$ cat src/rtl/piso_2of4_tx.sv
// piso_2of4_tx
// Parallel-in serial-out transmitter for the 2-of-4 gated serial link.
// A word accepted over the valid/ready handshake is sent MSB first, one bit
// per cycle. Bits only go out in phases 0 and 1 of each free-running
// 4-cycle frame; phases 2 and 3 are always idle on the line.
//
// Ports
//   clk        rising-edge clock
//   rst        synchronous active-high reset
//   din        parallel word to transmit (N_BIT wide)
//   din_valid  din holds a word to send
//   din_ready  block can accept a word this cycle
//   sout       serial data, MSB first, 0 when sout_valid is low
//   sout_valid sout carries a data bit this cycle
//   phase      free-running frame phase 0..3
//   busy       a word is currently held
//   done       one-cycle pulse after the last bit has gone out
module piso_2of4_tx #(
    parameter int N_BIT = 4
) (
    input  logic             clk,
    input  logic             rst,
    input  logic [N_BIT-1:0] din,
    input  logic             din_valid,
    output logic             din_ready,
    output logic             sout,
    output logic             sout_valid,
    output logic [1:0]       phase,
    output logic             busy,
    output logic             done
);

    // Wide enough to hold the value N_BIT itself
    localparam int CW = $clog2(N_BIT + 1);

    typedef enum logic [1:0] {
        IDLE  = 2'd0,
        ARMED = 2'd1,
        SEND  = 2'd2
    } state_t;

    state_t           state;
    logic [N_BIT-1:0] shreg;
    logic [CW-1:0]    bitcnt;
    logic             shift_now;

    // A bit is on the line only while sending and in the first half of the frame
    assign shift_now  = (state == SEND) && !phase[1];

    // Outputs derived directly from the state, the frame phase and the MSB
    assign din_ready  = (state == IDLE);
    assign busy       = (state != IDLE);
    assign sout_valid = shift_now;
    assign sout       = shift_now & shreg[N_BIT-1];

    // Frame counter, transmit FSM and shift register. The phase counter
    // runs regardless of the FSM so sender and receiver stay frame-aligned.
    // ARMED waits for the phase-3 edge so that the first bit always lands
    // on phase 0; a word loaded on a phase-3 edge therefore waits a full
    // frame. The word ends on the edge that consumes its last bit, which
    // for odd widths happens at phase 0 and leaves phase 1 idle.
    always_ff @(posedge clk) begin
        if (rst) begin
            phase  <= 2'd0;
            state  <= IDLE;
            shreg  <= '0;
            bitcnt <= '0;
            done   <= 1'b0;
        end else begin
            phase <= phase + 2'd1;
            done  <= 1'b0;
            case (state)
                IDLE: begin
                    if (din_valid) begin
                        shreg  <= din;
                        bitcnt <= CW'(N_BIT);
                        state  <= ARMED;
                    end
                end
                ARMED: begin
                    if (phase == 2'd3) begin
                        state <= SEND;
                    end
                end
                SEND: begin
                    if (shift_now) begin
                        shreg  <= shreg << 1;
                        bitcnt <= bitcnt - CW'(1);
                        if (bitcnt == CW'(1)) begin
                            state <= IDLE;
                            done  <= 1'b1;
                        end
                    end
                end
                default: begin
                    state <= IDLE;
                end
            endcase
        end
    end

endmodule

$ cat config.mk
export PLATFORM = sky130hd
export DESIGN_NAME = piso_2of4_tx
export DESIGN_NICKNAME = d
export VERILOG_FILES = /design/src/rtl/piso_2of4_tx.sv
export SDC_FILE = /design/constraint.sdc
export NUM_CORES = 1
export LEC_CHECK = 0
export BUFFER_PORTS_ARGS = -buffer_cell sky130_fd_sc_hd__clkbuf_2
export CAP_MARGIN = 30
export CORE_MARGIN = 1
export CORE_UTILIZATION = 40
export CTS_BUF_LIST = sky130_fd_sc_hd__clkbuf_8
export CTS_CLUSTER_DIAMETER = 100
export CTS_CLUSTER_SIZE = 8
export DETAILED_ROUTE_END_ITERATION = 10
export PLACE_DENSITY = 0.63
export SLEW_MARGIN = 5
export SYNTH_ARGS = -nofsm -noshare
export SYNTH_HDL_FRONTEND = slang
export SYNTH_SLANG_ARGS = --single-unit
$ cat constraint.sdc
create_clock -name clk -period 1.1 [get_ports clk]
set_input_delay 0.055 -clock clk [delete_from_list [all_inputs] [get_ports clk]]
set_output_delay 0.055 -clock clk [all_outputs]
set_load 0.01 [all_outputs]
==> results.md <==
- Worst Setup End Kind: output pin
- Violated checks: negative setup slack
- Power per cell area: 1210 nW/µm²
- ANT nets after route: 0
- Adder-cell area share of the yosys netlist: 6.09%
- Final hold violation count: 0
- Post-synthesis simple-gate area fraction: 24.3%
- Yosys Warn Count: 0
- Slowest cell on crit path: or3b_4
- HP Start: din[2]
- LEAKAGE: between 0.3 and 0.4 nW
- Most Crowded Layer GR: met2
- CP Max Fanout: 4
- Top_reg_cell synth: dfxtp_1
- Met1 Usage GRT: a little under a quarter
- Reg2reg setup slack: -0.16 ns
- Top delay family on crit path: simple AND/OR/NAND/NOR gates
- Post-synth EDFFs: 0
- Worst Path Required: 1.04 ns
- Max VDD drop: 0.00113 V
- Starting density of the core: 45.1%
- Max-slew headroom: 75.4%
- Clock power share: 40.9%
- DRT Pass-1 Iters: 2
- Max Clock Freq: 782 MHz
- Post-DP HPWL: approximately 950 µm
- Port Buf Inserts: 13
- Final nets: 104
- Critical path arrival: 1.22 ns
- DRC Markers: 0
- Die Span Y: 41.3 µm
- Core area: 1370 µm²
- Fin crit period: roughly 1.3 ns
- Hold buffers post-CTS: 0
- Seq pwr share: between 40% and 50%
- Compound-Gate Fraction of Synth Area: between 20 and 25%
- Largest net degree at the start of global routing: 13
- WHS Endpoint: shreg[2]
- Worst reg2reg endpoint: bitcnt[2]
- # clock sinks: 12
- Sw Pwr: ~290 µW
- Non-Filler Instances: 108
- Fraction of layout cells with a size suffix above 1: roughly three fifths
- Longest Clk Path Bufs: 2
- Post-layout util: 71.1%
- Initial antenna violation count: 0
- Critical R2R Launch: state[1]
- First-pass GRT wire length: approximately 2000 µm
- CP Buf/Inv Count: 1
- Min-Delay Path Depth: 3
- Yosys top cell by area: dfxtp_1
- Worst-path cell chain: or3b_4, nor2_2, buf_2
- Root Driver: clkbuf_8
- GRT met2 Usage: approximately 28%
- Worst-skew pair later-pin latency: 0.24 ns
- CTS tree: yes
- Syn-to-layout area delta: 57.4%
- Setup CP Type: reg2out
- # IOs: 14
- Starting DRC count in detailed routing: 3
- Max cap viols: 0
- Synth Cell Area: 617 µm²
- Met3 Use GR: 10.3%
- Largest family of logic cells by synthesized area: simple AND/OR/NAND/NOR gates
- Syn nets: 78
- Cells after DPL: 100
- Via/cell ratio: 5.20
- Worst-Margin Slew: 0.370 ns
- Die W: 41.3 µm
- Clock transition at path regs: 0.05 ns
- Slew Viols, Final: 0
- Post-Synth XOR/XNOR Area: 0%
- Top post-synthesis cells by count: dfxtp_1, nor2_1, inv_1
- ANT cells: 0
- DIE AREA: 1700 µm²
- Clock Skew: 0.000849 ns
- Mux contribution to synthesized area: 1.62%
- Path depth of the worst reg2reg path: 5
- Worst min-delay path class: in2reg
- Status: finished, violations left
- Switching share of power: ~25%
- Post-synth top area share: between 30% and 40%
- Max incr delay on CP: 0.43 ns
- Vias: 562
- Grt ovf: 0
- Top post-synthesis cells by area: dfxtp_1, a2111oi_2, nor2_1, ha_1, inv_1
- Logic pwr share: 17.8%
- RePlAce Congestion: 0.729
- Syn avg cell area: 9.07 µm²
- H-tree levels: 1
- Final WS setup: -0.178 ns
- Yosys reg bits: 12
- Inserted Clock Buffers: 3
- Number of global-route vias before repair: roughly 440
- Power Total: 1.18 mW
- # setup viols final: 11
- Routed WL per cell: 13.5 µm
- Synth Instances: 68
- Rows: 13
- Sequential area share after synthesis: around two fifths
- Crit path launch type: flip-flop
- RSZ-0062 raised after global routing: true
- Distinct cells, synth: 31
- Synth async-reset ratio: 0%
- Total track usage: 19.6%
- Fin crit share: 116%
- Final WL: 1460 µm
- Cell-internal power: 885 µW
[state kept, by name (all words and copies together) (netlist names)]
register and cells:
shreg 4, done 1, state 2, bitcnt 3, phase 2
[cell usage in the layout, fill, tap and decap left out, types with 2 or more instances in the layout]
master,instances
clkbuf_2,10
nor2_2,3
ha_4,2
nand2_1,2
a21oi_1,2
buf_6,5
inv_4,2
dfxtp_2,3
buf_4,9
inv_1,6
dfxtp_1,8
clkbuf_8,4
or3b_4,2
nor2_4,5
nand2b_1,2
a2111oi_4,2
nor2_1,4
[routing by layer]
layer	wire length (µm)	vias to the layer above
met5	0	-
met4	21	0
met3	69	5
met2	713	11
met1	650	265
li1	-	281
[area by class of cell]
type / instances / area [µm²]
tap: 15 / 18.8
inverter: 8 / 35.0
sequential: 12 / 248
fill: 120 / 395
clock buffer: 4 / 55.1
multi-input combinational: 44 / 435
timing repair buffer: 25 / 179
[cell families after synthesis]
kind of cell    Yosys count
mux                       1
flops                    12
buf+inv                  12
compound gates           14
simple gates             26
fa+ha+maj                 3
[stage by stage]
step | setup slack [ns] | instance area, µm² | setup TNS [ns] | hold slack [ns]
after floorplan | -0.0834 | 644 | -0.312 | 0.124
after global placement | -0.136 | 748 | -0.926 | 0.336
after detailed placement | -0.193 | 748 | -1.22 | 0.344
after CTS | -0.193 | 880 | -0.976 | 0.0854
after global routing | -0.251 | 971 | -1.78 | 0.0895
final | -0.178 | 971 | -1.10 | 0.0880
[power by group through the flow]
stage,registers [mW],clock network [mW],logic (mW)
2_1_floorplan,0.494,0,0.102
3_3_place_gp,0.493,0,0.153
3_5_place_dp,0.493,0,0.155
4_1_cts,0.486,0.495,0.171
5_1_grt,0.490,0.521,0.228
6_report,0.487,0.483,0.210
[tightest hold or removal path: cells and delay by family]
family | cells | cell delay (ns)
compound gates | 1 | 0.05
simple gates | 1 | 0.08
buf+inv | 1 | 0.10
[worst max-delay path by stage]
stage | slack, ns | cells past startpoint | startpoint | endpoint
after CTS | -0.19 | 3 | state[1] | sout
after global routing | -0.25 | 3 | state[1] | sout
after global placement | -0.14 | 4 | state[1] | bitcnt[2]
final | -0.18 | 3 | state[1] | sout
after floorplan | -0.08 | 5 | phase[1] | bitcnt[2]
after detailed placement | -0.19 | 4 | state[1] | bitcnt[2]
[repair_timing]
action / 4_1_cts / 5_1_grt
pin swaps: 7 / 1
buffers inserted: 3 / 1
endpoints found under the setup margin: 13 / 13
resized for setup: 12 / 19
(Power assumes the default switching activity.)
